**src/rtl/video_timing_pkg.sv**
```systemverilog
// Shared video timing definitions: 640x480@60 constants, total-size helpers
// and the raster bundle handed to downstream compositors.
package video_timing_pkg;

  localparam int VGA_CLK_DIV = 4;

  localparam int VGA_H_VIS  = 640;
  localparam int VGA_H_FP   = 16;
  localparam int VGA_H_SYNC = 96;
  localparam int VGA_H_BP   = 48;

  localparam int VGA_V_VIS  = 480;
  localparam int VGA_V_FP   = 10;
  localparam int VGA_V_SYNC = 2;
  localparam int VGA_V_BP   = 33;

  // Pixels per line including blanking.
  function automatic int h_total(input int vis, input int fp, input int sync, input int bp);
    return vis + fp + sync + bp;
  endfunction

  // Lines per frame including blanking.
  function automatic int v_total(input int vis, input int fp, input int sync, input int bp);
    return vis + fp + sync + bp;
  endfunction

  // Raster position and decodes as seen by a compositor.
  typedef struct packed {
    logic [15:0] x;
    logic [15:0] y;
    logic        h_sync;
    logic        v_sync;
    logic        active;
  } raster_t;

endpackage

```
**src/rtl/pixel_ce_divider.sv**
```systemverilog
// Pixel clock-enable divider: one tick every CLK_DIV enabled system clocks.
// The tick is flagged combinationally in the cycle the count sits at
// CLK_DIV-1 so the consumer can load new values on that same edge.
module pixel_ce_divider #(
  parameter int CLK_DIV = 4
) (
  input  logic i_clk,
  input  logic i_reset,
  input  logic i_enable,
  output logic o_tick
);

  localparam logic [7:0] LAST = 8'(CLK_DIV - 1);

  logic [7:0] count_reg;

  assign o_tick = i_enable && (count_reg == LAST);

  // Phase counter; freezes while disabled so resuming keeps the old phase.
  always_ff @(posedge i_clk or posedge i_reset) begin
    if (i_reset) begin
      count_reg <= '0;
    end else if (i_enable) begin
      count_reg <= o_tick ? 8'd0 : count_reg + 8'd1;
    end
  end

endmodule

```
**src/rtl/vga_timing_generator.sv**
```systemverilog
// Raster scan generator: x/y counters, sync/active decodes and frame
// bookkeeping, advancing one pixel per divider tick. All outputs registered.
module vga_timing_generator
  import video_timing_pkg::*;
#(
  parameter int CLK_DIV         = VGA_CLK_DIV,
  parameter int H_VIS           = VGA_H_VIS,
  parameter int H_FP            = VGA_H_FP,
  parameter int H_SYNC          = VGA_H_SYNC,
  parameter int H_BP            = VGA_H_BP,
  parameter int V_VIS           = VGA_V_VIS,
  parameter int V_FP            = VGA_V_FP,
  parameter int V_SYNC          = VGA_V_SYNC,
  parameter int V_BP            = VGA_V_BP,
  parameter int SYNC_ACTIVE_LOW = 1
) (
  input  logic        i_clk,
  input  logic        i_reset,
  input  logic        i_enable,
  output logic [15:0] o_x,
  output logic [15:0] o_y,
  output logic        o_h_sync,
  output logic        o_v_sync,
  output logic        o_active,
  output logic        o_pixel_ce,
  output logic        o_frame_start,
  output logic [15:0] o_frame_count
);

  localparam int H_TOTAL = h_total(H_VIS, H_FP, H_SYNC, H_BP);
  localparam int V_TOTAL = v_total(V_VIS, V_FP, V_SYNC, V_BP);

  localparam logic [15:0] H_LAST   = 16'(H_TOTAL - 1);
  localparam logic [15:0] V_LAST   = 16'(V_TOTAL - 1);
  localparam logic [15:0] HS_FIRST = 16'(H_VIS + H_FP);
  localparam logic [15:0] HS_LAST  = 16'(H_VIS + H_FP + H_SYNC - 1);
  localparam logic [15:0] VS_FIRST = 16'(V_VIS + V_FP);
  localparam logic [15:0] VS_LAST  = 16'(V_VIS + V_FP + V_SYNC - 1);
  localparam logic [15:0] H_VIS_W  = 16'(H_VIS);
  localparam logic [15:0] V_VIS_W  = 16'(V_VIS);

  // Asserted sync level; the idle level is its complement.
  localparam logic SYNC_ON = (SYNC_ACTIVE_LOW != 0) ? 1'b0 : 1'b1;

  if (CLK_DIV < 1 || CLK_DIV > 255) begin : g_bad_clk_div
    $error("vga_timing_generator: CLK_DIV must be in 1..255");
  end
  if (H_FP < 1 || H_SYNC < 1 || H_BP < 1 || V_FP < 1 || V_SYNC < 1 || V_BP < 1) begin : g_bad_porch
    $error("vga_timing_generator: every porch and sync width must be at least 1");
  end

  logic        tick;
  logic [15:0] x_next;
  logic [15:0] y_next;
  logic        frame_wrap;
  raster_t     raster_next;
  raster_t     raster_reg;
  logic        pixel_ce_reg;
  logic        frame_start_reg;
  logic [15:0] frame_count_reg;

  pixel_ce_divider #(
    .CLK_DIV (CLK_DIV)
  ) u_pixel_ce_divider (
    .i_clk    (i_clk),
    .i_reset  (i_reset),
    .i_enable (i_enable),
    .o_tick   (tick)
  );

  // Position the raster moves to on the next tick, with line/frame wrap.
  always_comb begin
    x_next     = raster_reg.x + 16'd1;
    y_next     = raster_reg.y;
    frame_wrap = 1'b0;
    if (raster_reg.x == H_LAST) begin
      x_next = '0;
      if (raster_reg.y == V_LAST) begin
        y_next     = '0;
        frame_wrap = 1'b1;
      end else begin
        y_next = raster_reg.y + 16'd1;
      end
    end
  end

  // Decodes taken from the next position so they register alongside x/y.
  always_comb begin
    raster_next.x      = x_next;
    raster_next.y      = y_next;
    raster_next.h_sync = (x_next >= HS_FIRST && x_next <= HS_LAST) ? SYNC_ON : ~SYNC_ON;
    raster_next.v_sync = (y_next >= VS_FIRST && y_next <= VS_LAST) ? SYNC_ON : ~SYNC_ON;
    raster_next.active = (x_next < H_VIS_W) && (y_next < V_VIS_W);
  end

  // Output registers; reset parks the raster on the last pixel of a frame so
  // the first tick lands on (0,0) as a frame start.
  always_ff @(posedge i_clk or posedge i_reset) begin
    if (i_reset) begin
      raster_reg.x      <= H_LAST;
      raster_reg.y      <= V_LAST;
      raster_reg.h_sync <= ~SYNC_ON;
      raster_reg.v_sync <= ~SYNC_ON;
      raster_reg.active <= 1'b0;
      pixel_ce_reg      <= 1'b0;
      frame_start_reg   <= 1'b0;
      frame_count_reg   <= '0;
    end else begin
      pixel_ce_reg    <= tick;
      frame_start_reg <= tick && frame_wrap;
      if (tick) begin
        raster_reg <= raster_next;
        if (frame_wrap) begin
          frame_count_reg <= frame_count_reg + 16'd1;
        end
      end
    end
  end

  assign o_x           = raster_reg.x;
  assign o_y           = raster_reg.y;
  assign o_h_sync      = raster_reg.h_sync;
  assign o_v_sync      = raster_reg.v_sync;
  assign o_active      = raster_reg.active;
  assign o_pixel_ce    = pixel_ce_reg;
  assign o_frame_start = frame_start_reg;
  assign o_frame_count = frame_count_reg;

endmodule

```
**config.mk**
```make
export PLATFORM = sky130hd
export DESIGN_NAME = vga_timing_generator
export DESIGN_NICKNAME = d
export VERILOG_FILES = /design/src/rtl/video_timing_pkg.sv /design/src/rtl/pixel_ce_divider.sv /design/src/rtl/vga_timing_generator.sv
export SDC_FILE = /design/constraint.sdc
export NUM_CORES = 1
export LEC_CHECK = 0
export CORE_ASPECT_RATIO = 1.25
export CORE_MARGIN = 3
export CORE_UTILIZATION = 55
export CTS_CLUSTER_DIAMETER = 80
export DETAILED_ROUTE_END_ITERATION = 8
export GPL_ROUTABILITY_DRIVEN = 0
export PLACE_DENSITY = 0.88
export SYNTH_ARGS = -nofsm -noshare
export SYNTH_HDL_FRONTEND = slang
export SYNTH_HIERARCHICAL = 1
export SYNTH_SLANG_ARGS = --single-unit
```
**constraint.sdc**
```tcl
create_clock -name i_clk -period 2.6 [get_ports i_clk]
set_input_delay 0.52 -clock i_clk [delete_from_list [all_inputs] [get_ports i_clk]]
set_output_delay 0.52 -clock i_clk [all_outputs]
set_load 0.01 [all_outputs]
```
---- Yosys cells after proc, flatten, opt, wreduce, memory -nomap -nowiden ----
Cells that the tools add are included.
storage, ports and cells
  register bits after elaboration ......... 61
  input bits .............................. 3
cells by class
  add/sub/neg operators ................... 4
  order comparisons ....................... 6
  equal/unequal tests ..................... 3
  multiplexer cells ....................... 8
  reduce and logical (&&, ||, !) cells .... 6
operators with widths
  kind                                                          number
  adder 16 x 1 -> 16 bit, second input constant                 3
  2-to-1 mux 16 bit                                             3
  equality test 16 x 10 -> 1 bit, second input constant         2
  >= comparator 16 x 10 -> 1 bit, second input constant         1
  >= comparator 16 x 9 -> 1 bit, second input constant          1
  <= comparator 16 x 10 -> 1 bit, second input constant         1
  <= comparator 16 x 9 -> 1 bit, second input constant          1
  less-than comparator 16 x 10 -> 1 bit, second input constant  1
  less-than comparator 16 x 9 -> 1 bit, second input constant   1
  adder 8 x 1 -> 8 bit, second input constant                   1
  equality test 8 x 2 -> 1 bit, second input constant           1
  2-to-1 mux 8 bit                                              1
  logical AND 1 bit                                             5
  2-to-1 mux 1 bit                                              4
  AND reduction 2 bit                                           1

---- Logic depth before layout (Yosys ltp) ----
  depth after elaboration ................. 6
  depth in mapped cells ................... 9
  gate-level depth less buffers ........... 8

---- Cells and area by module ----
Netlist, hierarchy kept.
modules (own cells, without submodules)
  module                instances  cells each  area each (um^2)  seq. area each (um^2)
  vga_timing_generator  1          362         3393.3            1341.3
  pixel_ce_divider      1          33          381.6             200.2

---- Worst setup path after synthesis ----
Ideal clock, no wire load.
  path kind ............................... register to register
  start ................................... register u_pixel_ce_divider.count_reg[2]
  end ..................................... register frame_count_reg[1], in the netlist o_frame_count[1]
  arrival ................................. 2.249 ns
  required time ........................... 2.475 ns
  slack ................................... 0.226 ns
  cell stages (with the launch flop) ...... 8
  buffers on the path ..................... 2
  period minus slack after synthesis ...... 2.374 ns
  cell sequence ........................... dfrtp_1 or4_4 nor4_4 clkbuf_1 inv_1 nor3_2 buf_2 mux2_2
on the way
  longest elaborated chain between the ends .. 3
ends and longest elaborated chain
  item                                  line                         text
  start: declaration                    pixel_ce_divider.sv:15       logic [7:0] count_reg;
  start signal: assignment              pixel_ce_divider.sv:24       count_reg <= o_tick ? 8'd0 : count_reg + 8'd1;
  equality test 8 x 2 -> 1 bit          pixel_ce_divider.sv:17       assign o_tick = i_enable && (count_reg == LAST);
  logical AND 1 bit                     pixel_ce_divider.sv:17
  via tick                              vga_timing_generator.sv:52   logic tick;
  AND reduction 2 bit (no source line)  -
  end signal: assignment                vga_timing_generator.sv:114  frame_count_reg <= frame_count_reg + 16'd1;
  end: declaration                      vga_timing_generator.sv:60   logic [15:0] frame_count_reg;
The timed path passes the listed nets, and every way through them passes these cells.
A chain may end at the register's enable or synchronous reset.

---- Final worst setup path ----
  start ................................... register raster_reg, in the netlist o_x[0]
  end ..................................... register raster_reg, in the netlist o_active
on the way
  longest elaborated chain between the ends .. 4
  elaborated cells between the ends (all ways) .. 7
  classes of those cells .................. 1 x add/sub; 2 x order compare; 1 x eq/ne; 2 x mux; 1 x reduce/logical
ends and longest elaborated chain
  item                                                                                           line                                                    text
  start: declaration                                                                             vga_timing_generator.sv:57                              raster_t raster_reg;
  start signal: assignment                                                                       vga_timing_generator.sv:112                             raster_reg <= raster_next;
  adder 16 x 1 -> 16 bit or equality test 16 x 10 -> 1 bit (tied branches)                       vga_timing_generator.sv:73, vga_timing_generator.sv:76
  2-to-1 mux 16 bit                                                                              vga_timing_generator.sv:76                              if (raster_reg.x == H_LAST) begin
  less-than comparator 16 x 10 -> 1 bit or less-than comparator 16 x 9 -> 1 bit (tied branches)  vga_timing_generator.sv:93                              raster_next.active = (x_next < H_VIS_W) && (y_next < V_VIS_W);
  logical AND 1 bit *                                                                            vga_timing_generator.sv:93
Every way passes the cells marked *; elsewhere a longest branch is shown, timed or not.

==> reports/summary.txt <==
DIE AREA: 0.00790 sq mm
count leader, synth: dfrtp_1
CP bufs+invs: 1
worst vdd ir: 452 uV
Ports: 56
layout cells sized above 1: 18.9%
Synth area leader: dfrtp_1
post-synthesis sequential area ratio: 40.8%
initial antenna violation count: 0
grt total ovfl: 0
Crit path largest cell delay: 0.55 ns
Wirelength per Cell: 16.9 um
cell count after synthesis: 395
CP arrival: 2.76 ns
clock sinks: 61
max-slew violation count: 0
Antenna Nets Post-Route: 0
Core Rows: 33
number of fillers in the final layout: 481
worst-path maximum fanout: 14
PortBufs: 55
CTS Hold Bufs: 0
dpl ws: 0.0667 ns
Synth top cells by count: 49 x dfrtp_1, 39 x nand2_1, 30 x xnor2_1
slack of the critical path: 0.109 ns
Req. time, crit path: 2.87 ns
clk slew on worst S/H paths: 0.08 ns
M1 WL: 3620 um
final core occ: 71.4%
area grow syn2layout: 24.9%
top_reg_cell synth: dfrtp_1
Mapped Area: 0.00377 sq mm
Nets: 476
met3 WL: 548 um
CP top delay family: simple AND/OR/NAND/NOR gates
reg-to-reg setup timing slack: 0.11 ns
Peak Freq: 0.401 GHz
Detail Placement HPWL: 6750 um
MaxCap Viol Count: 0
vias after detailed routing: 3491
vias in the first global route: 3424
H-tree depth: 3
diodes inserted: 0
Slew headroom: 58.6%
Cell Chain, Critical Path: ha_1 > and4_4 > nand4_4 > buf_4 > nor2_2 > a211oi_1 > a211o_1 > o31ai_2
Setup-failing EPs final: 0
Total Power: 2390 uW
placed cell areas: 0.00450 sq mm
status: completed
number of cells on the worst reg-to-reg path: 8
Finished Cell Area: 0.00471 sq mm
Synth cell types: 69
Mean Syn Cell Area: 9.56 sq um
final hold slack: 0.450 ns
first-pass GRT wire length: 15900 um
r2r endpoint: o_active
fraction of registers with async set/reset: 100%
DRC: 0
Synth warnings: 6
Core ar.: 0.00661 sq mm
CTS buffer count: 9
via/cell ratio: 6.25
Fin. Hold Viols: 0
Starting Density: 57.1%
PD cells: 507 mW/mm^2
Bufs on Longest Clock Path: 2
Setup CP Type: flop to flop
Synth area leaders: dfrtp_1 32%, dfstp_2 8.4%, xnor2_1 7.0%, nand2_1 3.9%, nand4_1 3.8%
leak pwr: 0.00183 uW
CTS tree: yes
Die Ht: 98.6 um
worst-margin pin slew: 0.605 ns
CTS root buffer: clkbuf_8
DR top layer: met4
net count after synthesis: 404
startpoint types: flop
largest net degree at the start of global routing: 31
Fin Clk Skew: 0.0144 ns
Die X: 80.1 um
Routed WL: 9430 um
share of the synthesized area in the top cell type: 32.5%
DR pass1 iterations: 7
number of synthesized flops with an enable pin: 0
fin crit period: 2.49 ns
worst r2r src: o_x[0]
slowest CP cell: dfstp_2
met2 wire len: 4900 um
GRT Resource Usage Total: 25.6%
crit share post-route: 95.8%
Iteration-0 DRC Markers: 271
worst min-delay path class: input pin to async pin
Yosys reg bits: 61
Crit. End Element: flop
Clock Latency Late Sink: 0.36 ns
routing by layer:
layer | global-route usage, % | up-vias
li1 | - | 1605
met1 | 29.5 | 1696
met2 | 43.8 | 150
met3 | 5.03 | 40
met4 | 14.2 | 0
met5 | 0 | -
cell usage in the layout, fill, tap and decap left out, types with 3 or more instances in the layout:
cell             count
buf_4               27
mux2i_1              3
xor2_1              10
inv_6                3
nor4_1               9
inv_1                9
and3_1              11
a21o_1               3
o31ai_1              8
a211oi_1             3
a21oi_1              5
nand3_1             25
nor3_1              10
nor2_1              23
clkdlybuf4s50_1     55
dfrtp_1             49
clkbuf_8             9
nand2_1             39
o21ai_0             26
dfstp_2             12
a31oi_1              3
nor3_2               4
ha_1                 6
xnor2_1             30
nand4_1             23
and2_1               4
worst max path at each step:
stage	to	startpoint	cells after the start	slack, ns
floorplan	o_frame_count[1]	u_pixel_ce_divider/count_reg[2]	7	0.23
global placement	o_frame_count[12]	i_enable	9	0.12
detailed placement	o_frame_count[15]	i_enable	9	0.07
CTS	o_active	o_x[0]	8	0.12
global route	o_active	o_x[0]	8	-0.001
finish	o_active	o_x[0]	8	0.11
through the flow:
stage               cells  setup TNS [ns]
global placement      540               0
detailed placement    540               0
floorplan             395               0
finish                559               0
global route          559        -0.00131
CTS                   556               0
cell families (layout without fill, tap and decap cells):
logic type	after synthesis	after routing	synth area share (%)
AO/OA/AOI/OAI	68	68	12.2
XOR/XNOR	40	40	9.28
adder cells (fa/ha/maj)	6	6	1.99
buffers and inverters	33	110	4.97
flip-flops	61	61	40.8
multiplexers	5	5	1.39
AND/OR/NAND/NOR	182	182	29.4
power breakdown:
group	switching [uW]	internal, uW
Combinational	256	223
Sequential	86.0	1050
Clock	420	358
timing repair:
item	4_1_cts	5_1_grt
setup buffers	0	3
gates resized for setup	0	1
hold endpoints to repair	0	0
endpoints found under the setup margin	0	2
area by class of cell:
cell class	instances	area, sq um	area share [%]
Inverter	10	37.5	0.796
Sequential cell	61	1540	32.7
Timing Repair Buffer	84	793	16.8
Multi-Input combinational cell	301	2050	43.5
Tap cell	87	109	2.31
Clock buffer	9	124	2.63
Clock inverter	7	58.8	1.25
No activity file was read; power rests on OpenSTA's default activity.
